===== config.mk =====
export PLATFORM = sky130hd
export DESIGN_NAME = hazard_detect_unit
export DESIGN_NICKNAME = d
export VERILOG_FILES = /design/src/rtl/hazard_detect_unit_pkg.sv /design/src/rtl/hazard_detect_unit_cmp.sv /design/src/rtl/hazard_detect_unit.sv
export SDC_FILE = /design/constraint.sdc
export NUM_CORES = 1
export LEC_CHECK = 0
export ABC_AREA = 1
export BUFFER_PORTS_ARGS = -buffer_cell sky130_fd_sc_hd__buf_2
export CAP_MARGIN = 20
export CORE_AREA = 2 2 39 41
export DETAILED_ROUTE_END_ITERATION = 16
export DIE_AREA = 0 0 41 43
export PLACE_DENSITY = 0.56
export SLEW_MARGIN = 20
export SYNTH_ARGS = -nofsm -noshare
export SYNTH_HDL_FRONTEND = slang
export SYNTH_HIERARCHICAL = 1
export SYNTH_SLANG_ARGS = --single-unit

===== constraint.sdc =====
create_clock -name clk -period 1.2 [get_ports clk]
set_input_delay 0.18 -clock clk [delete_from_list [all_inputs] [get_ports clk]]
set_output_delay 0.18 -clock clk [all_outputs]
set_load 0.005 [all_outputs]

===== src/rtl/hazard_detect_unit_pkg.sv =====
// hazard_pkg: FSM state encoding, counter width and a saturating increment helper
package hazard_pkg;
    typedef enum logic [1:0] {
        RUN   = 2'd0,
        STALL = 2'd1,
        FLUSH = 2'd2
    } state_t;
    localparam int CNT_W = 3;
    function automatic logic [15:0] sat_inc(input logic [15:0] v, input logic en);
        return (en && v != 16'hFFFF) ? v + 16'd1 : v;
    endfunction
endpackage


===== src/rtl/hazard_detect_unit_cmp.sv =====
// hazard_cmp: load-use compare of the EX load destination against ID sources
module hazard_cmp
    import hazard_pkg::*;
#(
    parameter int REG_W = 5
) (
    input  logic [REG_W-1:0] id_rs,
    input  logic [REG_W-1:0] id_rt,
    input  logic             id_uses_rt,
    input  logic             ex_mem_read,
    input  logic [REG_W-1:0] ex_rt,
    output logic             hazard
);
    assign hazard = ex_mem_read && ex_rt != '0 &&
                    (ex_rt == id_rs || (id_uses_rt && ex_rt == id_rt));
endmodule


===== src/rtl/hazard_detect_unit.sv =====
// hazard_detect_unit: load-use stall and branch flush control; HAZARD_STATS_EN adds stall/flush counters
module hazard_detect_unit
    import hazard_pkg::*;
#(
    parameter int REG_W        = 5,
    parameter int STALL_CYCLES = 1,
    parameter int FLUSH_CYCLES = 1
) (
    input  logic             clk,
    input  logic             reset,
    input  logic [REG_W-1:0] id_rs,
    input  logic [REG_W-1:0] id_rt,
    input  logic             id_uses_rt,
    input  logic             ex_mem_read,
    input  logic [REG_W-1:0] ex_rt,
    input  logic             branch_taken,
    output logic             pc_write,
    output logic             if_id_write,
    output logic             control_valid,
    output logic             if_id_flush,
    output logic             id_ex_flush
`ifdef HAZARD_STATS_EN
    ,
    output logic [15:0]      stall_count,
    output logic [15:0]      flush_count
`endif
);
    localparam logic [CNT_W-1:0] STALL_LD = CNT_W'(STALL_CYCLES - 1);
    localparam logic [CNT_W-1:0] FLUSH_LD = CNT_W'(FLUSH_CYCLES - 1);
    localparam logic [CNT_W-1:0] CNT_ONE  = CNT_W'(1);
    state_t           state;
    logic [CNT_W-1:0] cnt;
    logic             hazard;
    logic             flush_now;
    logic             stall_now;
    hazard_cmp #(.REG_W(REG_W)) u_cmp (
        .id_rs       (id_rs),
        .id_rt       (id_rt),
        .id_uses_rt  (id_uses_rt),
        .ex_mem_read (ex_mem_read),
        .ex_rt       (ex_rt),
        .hazard      (hazard)
    );
    always_ff @(posedge clk) begin
        if (reset) begin
            state <= RUN;
            cnt   <= '0;
        end else if (state == FLUSH || (state == STALL && !branch_taken)) begin
            cnt <= cnt - CNT_ONE;
            if (cnt == CNT_ONE) state <= RUN;
        end else if (branch_taken) begin
            state <= (FLUSH_CYCLES > 1) ? FLUSH : RUN;
            cnt   <= (FLUSH_CYCLES > 1) ? FLUSH_LD : '0;
        end else if (hazard) begin
            state <= (STALL_CYCLES > 1) ? STALL : RUN;
            cnt   <= (STALL_CYCLES > 1) ? STALL_LD : '0;
        end
    end
    always_comb begin
        flush_now     = state == FLUSH || branch_taken;
        stall_now     = !flush_now && (state == STALL || hazard);
        pc_write      = !reset && !stall_now;
        if_id_write   = !reset && !stall_now;
        control_valid = !reset && !stall_now && !flush_now;
        if_id_flush   = reset || flush_now;
        id_ex_flush   = reset || flush_now;
    end
`ifdef HAZARD_STATS_EN
    always_ff @(posedge clk) begin
        if (reset) begin
            stall_count <= '0;
            flush_count <= '0;
        end else begin
            stall_count <= sat_inc(stall_count, !pc_write);
            flush_count <= sat_inc(flush_count, id_ex_flush);
        end
    end
`endif
endmodule


==> impl_results.md, run 1 <==
- Area enclosed by the die boundary: 1763 sq um
- Worst-path cell with the longest stage delay: sky130_fd_sc_hd__a21oi_2
- Starting Density: 0.1781
- Tmin final: 1.199 ns
- Final core utilization: 0.3472
- Sink of the worst hold path: if_id_write
- Share of synthesized area occupied by flip-flops and latches: 0
- Startpoint type of the worst setup path: primary input
- P per Cell Area: 304.9 nW/um^2
- Headroom to the max-slew limit: 0.8896
- Sum Neg Setup Slack: 0 ns
- List of cells traversed by the critical path: buf_8 -> inv_4 -> nand2_2 -> nand2_1 -> nor2_1 -> nand3_1 -> a21oi_2 -> a21oi_2 -> buf_2
- CP endpoint kind: output port
- Fraction of layout cells with a size suffix above 1: 0.5062
- Starting DRC count in detailed routing: 3
- Remaining global-route overflow: 0
- Cell depth of the worst min-delay path: 3
- Critical path peak fanout: 3
- Die outline height: approximately 43 um
- Final WL: 731 um
- Run status: completed
- Path category of the worst min-delay check: primary input to output port
- Std cell rows: 14
- Per-cell routed wire length: 7.536 um
- Remaining routing DRC violations: 0
- Start-to-end type of the worst setup path: primary input to output port
- # clk buffers: 0
- Required time of the critical path: 1.02 ns
- Via count of the first global-routing pass: between 200 and 300
- Floorplan core area: 1384 sq um
- Setup violations, final: 0
- Area added between synthesis and finish: 94.92%
- Placed cell count: 97
- Largest vdd supply drop: 0.00007621 V
- Synth Warn #: 6
- First-pass DRT Iterations: 4
- Footprint of the flip-flops and latches: 0 sq um
- Drt via density: between 3 and 4
- Die Width: 41 um
- Post-Syn Area: 246.5 sq um
- Syn nets: 79
- Max-cap check violation count: 0
- Maximum number of pins on one net before global-route repair: 6
- Global-route wire length before repair: 924 um
- Buffer and inverter count on the worst path: 3
- Data arrival time of the critical path: roughly 1.0 ns
- FMAX: 834.0 MHz
- Fin nets: 103
- Fraction of the cycle the final worst path needs: 0.9992
- Count of antenna-violating nets left after detailed routing: 0
- Avg Inst Size Synth: 4.178 sq um
- Synth unique cells: 11
- Overall Global Routing Usage: 0.06993
- Most frequent CP cell: sky130_fd_sc_hd__a21oi_2
- Leakage power of the design: approximately 0.3 nW
- Post-route total power: 0.1465 mW
- Delay of the slowest critical-path stage: 0.20 ns
- Hold buffers post-CTS: 0
- Number of antenna diodes: 0
- Startpoint of the worst setup timing path: ex_rt[2]
- Flip-flop and latch count: 0
- Synth Instances: 59
- Number of antenna violations at the first check in global routing: 0
- Endpoints failing hold: 0
- Number of max-slew violations in the final report: 0
- Cell family with the largest share of critical-path delay: simple AND/OR/NAND/NOR gates
- I/O pin total: 25
- Non-filler cells in the finished layout: 97
- Setup repair after global routing missed its margin: true
- Via total after detailed routing: between 300 and 400
- Worst-margin pin slew: 0.1656 ns
- Origin of the worst min-delay path: reset
- Half-perimeter wire length after placement: 573.5 um
- Total of buffers placed on input and output ports: 24
- Weighted congestion reported at the end of routability-driven placement: 0.7276
cells in the mapped netlist:
cell                      instances  share of area
sky130_fd_sc_hd__a21oi_1          2          0.041
sky130_fd_sc_hd__buf_4            2          0.061
sky130_fd_sc_hd__inv_1           12           0.18
sky130_fd_sc_hd__inv_2            3          0.046
sky130_fd_sc_hd__nand2_1         24           0.37
sky130_fd_sc_hd__nand2_2          1          0.025
sky130_fd_sc_hd__nand3_1          3          0.061
sky130_fd_sc_hd__nor2_1           9           0.14
sky130_fd_sc_hd__nor2_2           1          0.025
sky130_fd_sc_hd__o21ai_0          1          0.020
sky130_fd_sc_hd__xnor2_1          1          0.036
logic make-up after synthesis:
group,Yosys count,share of synthesized area
AO/OA/AOI/OAI,3,0.06090
AND/OR/NAND/NOR,38,0.6142
buffers and inverters,17,0.2893
XOR/XNOR,1,0.03554
layout make-up:
cell class         count  area, sq um
fillers              151        903.4
inverters             15        63.81
multi-input cells     42        200.2
repair buffers        24        196.4
well taps             16        20.02
power breakdown:
part | switching, mW | total, mW | leakage, nW | internal [mW]
Clock | 0 | 0 | 0 | 0
Combinational | 0.0652 | 0.147 | 0.298 | 0.0813
Sequential | 0 | 0 | 0 | 0
placed cells by master, fill, tap and decap left out, drive strengths merged:
cell | netlist | routed
xnor2 | 1 | 1
inv | 15 | 15
nand3 | 3 | 3
o21ai | 1 | 1
nor2 | 10 | 10
nand2 | 25 | 25
a21oi | 2 | 2
buf | 2 | 24
metrics by stage:
step	hold WS, ns	area, sq um	worst slack, ns
finish	0.6196	480.5	0.0009366
global route	0.6311	480.5	-0.06115
CTS	0.6072	394.1	0.00003675
detailed placement	0.6090	371.6	-0.05517
global placement	0.6008	371.6	-0.04062
floorplan	0.3951	246.5	0.09816
timing repair:
| item | in CTS | in global routing |
|---|---|---|
| pin swaps | 7 | 16 |
| gates resized for setup | 9 | 24 |
| endpoints found under the setup margin | 2 | 3 |
| setup buffers | 0 | 0 |
worst max-delay path by stage:
stage / to / slack, ns / depth (start not counted)
5_1_grt: pc_write / -0.06 / 9
4_1_cts: pc_write / 0.00004 / 8
3_5_place_dp: pc_write / -0.06 / 9
6_report: pc_write / 0.0009 / 9
2_1_floorplan: pc_write / 0.1 / 8
3_3_place_gp: pc_write / -0.04 / 8
routing by layer:
metal  part of all wire  vias up  routed length, um  global-route usage
li1                   -      211                  -                   -
met2               0.53       16                391              0.1438
met4                  0        0                  0                   0
met3              0.090        0                 66                   0
met1               0.37      160                273             0.07595
met5                  0        -                  0                   0
Power figures use the tool's default switching activity.
==> inputs of run 2 (changes only) <==
--- a/config.mk
+++ b/config.mk
@@ -12,6 +12,7 @@
 export DETAILED_ROUTE_END_ITERATION = 16
 export DIE_AREA = 0 0 41 43
 export PLACE_DENSITY = 0.56
+export REMOVE_ABC_BUFFERS = 1
 export SLEW_MARGIN = 20
 export SYNTH_ARGS = -nofsm -noshare
 export SYNTH_HDL_FRONTEND = slang
==> run 2 against run 1 <==
Combinational power barely moved. Routed wire length fell by 3.7%. Final area rose by 1.6%. Clock-buffer cell count did not move. Critical endpoint is now if_id_write. Sequential share of layout area did not move. First-iteration DRC count fell by 67%. Via count fell by 2.1%. Fmax rose by 0.82%. Die area did not move. Cell count did not move. Sequential cell count did not move. Hold slack got worse by 0.0094 ns.
==> impl_results.md, run 2 (synthesized netlist as in run 1, its figures left out) <==
- Run status: completed
- Tmin final: 1.189 ns (-0.009807 ns)
- Setup repair after global routing missed its margin: true
- FMAX: 840.9 MHz (+0.82%)
- Origin of the worst min-delay path: reset
- Post-route total power: 0.1490 mW (+1.7%)
- Fraction of layout cells with a size suffix above 1: 0.5556 (+0.04938)
- Area added between synthesis and finish: 97.97%
- Per-cell routed wire length: 7.258 um (-3.7%)
- Overall Global Routing Usage: 0.07792 (+0.007992)
- Cell-internal power: 0.08473 mW (+4.2%)
- Number of antenna violations at the first check in global routing: 0 (unchanged)
- Leakage power of the design: 0.2972 nW (-0.39%)
- Final WL: 704 um (-3.7%)
- Count of antenna-violating nets left after detailed routing: 0 (unchanged)
- Worst-margin pin slew: 0.1712 ns (+0.005630 ns)
- Die Width: 41 um (unchanged)
- Net Sw Frac: 0.4313 (-0.01350)
- Buffer and inverter count on the worst path: 3 (unchanged)
- # clk buffers: 0 (unchanged)
- I/O pin total: 25 (unchanged)
- Fraction of the cycle the final worst path needs: 0.9910 (-0.008173)
- Maximum number of pins on one net before global-route repair: 6 (unchanged)
- Largest vdd supply drop: 0.00009456 V (+24%)
- Final core utilization: 0.3526 (+0.005425)
- Fill cells: 162 (+7.3%)
- Global-route wire length before repair: 1.062 mm (+15%)
- Starting Density: 0.1781 (unchanged)
- Path category of the worst min-delay check: primary input to output port
- Endpoints failing hold: 0 (unchanged)
- Max-cap check violation count: 0 (unchanged)
- Startpoint type of the worst setup path: primary input
- Required time of the critical path: 1.02 ns (about the same)
- Non-filler cells in the finished layout: 97 (unchanged)
- Least setup slack across all paths after layout: 0.01074 ns (+0.009807 ns)
- Placed cell area: 371.6 sq um (unchanged)
- Post-Route Hold Slack: 0.6102 ns (-0.009394 ns)
- List of cells traversed by the critical path: buf_6 -> inv_2 -> nand2_1 -> nand2_1 -> nor2_1 -> nand3_1 -> a21oi_2 -> a21oi_2 -> buf_2
- Placed cell count: 97 (unchanged)
- Remaining global-route overflow: 0 (unchanged)
- Cell family with the largest share of critical-path delay: simple AND/OR/NAND/NOR gates
- Data arrival time of the critical path: 1.01 ns (about the same)
- Weighted congestion reported at the end of routability-driven placement: 0.7099 (-2.4%)
- Half-perimeter wire length after placement: 550.1 um (-4.1%)
- Via total after detailed routing: 379 (-2.1%)
- Sink of the worst hold path: pc_write
- Cell depth of the worst min-delay path: 3 (unchanged)
- Clk pwr share: 0 (unchanged)
- Fin nets: 103 (unchanged)
- Number of antenna diodes: 0 (unchanged)
- P per Cell Area: 305.3 nW/um^2 (+0.13%)
- Delay of the slowest critical-path stage: 0.19 ns (about the same)
- Drt via density: 3.907 (-2.1%)
- Via count of the first global-routing pass: 317 (+14%)
- Reported net switching power: 0.06425 mW (-1.4%)
- Commonest non-fill, non-tap cells in the layout: sky130_fd_sc_hd__nand2_1 (18), sky130_fd_sc_hd__buf_2 (12), sky130_fd_sc_hd__buf_6 (9), sky130_fd_sc_hd__inv_2 (8)
- Sum Neg Setup Slack: 0 ns (unchanged)
- Footprint of the flip-flops and latches: 0 sq um (unchanged)
- CP endpoint kind: output port
- Start-to-end type of the worst setup path: primary input to output port
- Final standard cell area without fillers: 488.0 sq um (+1.6%)
- Share of total power in sequential cells: 0 (unchanged)
- Area enclosed by the die boundary: 1763 sq um (unchanged)
- Hold buffers post-CTS: 0 (unchanged)
- Headroom to the max-slew limit: 0.8859 (-0.003753)
- Std cell rows: 14 (unchanged)
- Critical path peak fanout: 4 (+1)
- Floorplan core area: 1384 sq um (unchanged)
- Starting DRC count in detailed routing: 1 (-2)
- Combinational fraction of design power: 1.000 (about the same)
- Worst-path cell with the longest stage delay: sky130_fd_sc_hd__a21oi_2
- Flip-flop and latch count: 0 (unchanged)
- First-pass DRT Iterations: 2 (-2)
- Setup violations, final: 0 (unchanged)
- Commonest non-fill, non-tap cell in the layout: sky130_fd_sc_hd__nand2_1
- Remaining routing DRC violations: 0 (unchanged)
- Total of buffers placed on input and output ports: 24 (unchanged)
- Die outline height: 43 um (unchanged)
- Number of max-slew violations in the final report: 0 (unchanged)
- Pre-CTS setup slack: -0.08286 ns (-0.02769 ns)
run 2: changes by cell type in the layout (fill, tap and decap cells not counted):
cell                      previous run  this run
sky130_fd_sc_hd__inv_2               3         8
sky130_fd_sc_hd__inv_1               9         6
sky130_fd_sc_hd__inv_4               3         1
sky130_fd_sc_hd__nor2_1              9         7
sky130_fd_sc_hd__nor2_2              1         3
sky130_fd_sc_hd__buf_2              13        12
sky130_fd_sc_hd__buf_8               2         3
sky130_fd_sc_hd__nand2_1            17        18
sky130_fd_sc_hd__nand2_2             8         7
run 2: power by group through the flow:
stage | sequential [mW] | clock [mW] | combinational, mW
2_1_floorplan | 0 | 0 | 0.0522
3_3_place_gp | 0 | 0 | 0.104
3_5_place_dp | 0 | 0 | 0.106
4_1_cts | 0 | 0 | 0.116
5_1_grt | 0 | 0 | 0.166
6_report | 0 | 0 | 0.149
run 2: per-layer routing:
metal  up-vias  wire [um]  track usage
met5         -          0            0
met4         0          0            0
met3         0         50            0
met2        12        371       0.1375
met1       153        282       0.1076
li1        214          -            -
run 2: repair_timing:
item / in CTS / in global routing
hold endpoints to repair: 0 / 0
setup endpoints to repair: 3 / 3
pin swaps: 8 / 18
gates resized for setup: 8 / 29
setup buffers: 0 / 0
run 2: area by class of cell:
type	instances	area, sq um	share of cell area
repair buffers	24	206.4	0.4231
inverters	15	58.81	0.1205
well taps	16	20.02	0.04103
multi-input cells	42	202.7	0.4154
run 2: how the worst max path moves through the flow:
| stage | start | end | slack [ns] | cells past startpoint |
|---|---|---|---|---|
| 3_3_place_gp | ex_rt[3] | if_id_write | -0.07 | 9 |
| 3_5_place_dp | ex_rt[3] | if_id_write | -0.08 | 9 |
| 5_1_grt | ex_rt[3] | if_id_write | -0.05 | 9 |
| 2_1_floorplan | ex_rt[3] | if_id_write | 0.23 | 7 |
| 6_report | ex_rt[1] | if_id_write | 0.01 | 9 |
| 4_1_cts | id_rs[0] | if_id_write | -0.008 | 8 |
run 2: tightest hold or removal path, stage by stage:
cell	delay, ns
sky130_fd_sc_hd__buf_2	0.10
sky130_fd_sc_hd__a21oi_2	0.04
sky130_fd_sc_hd__buf_2	0.12
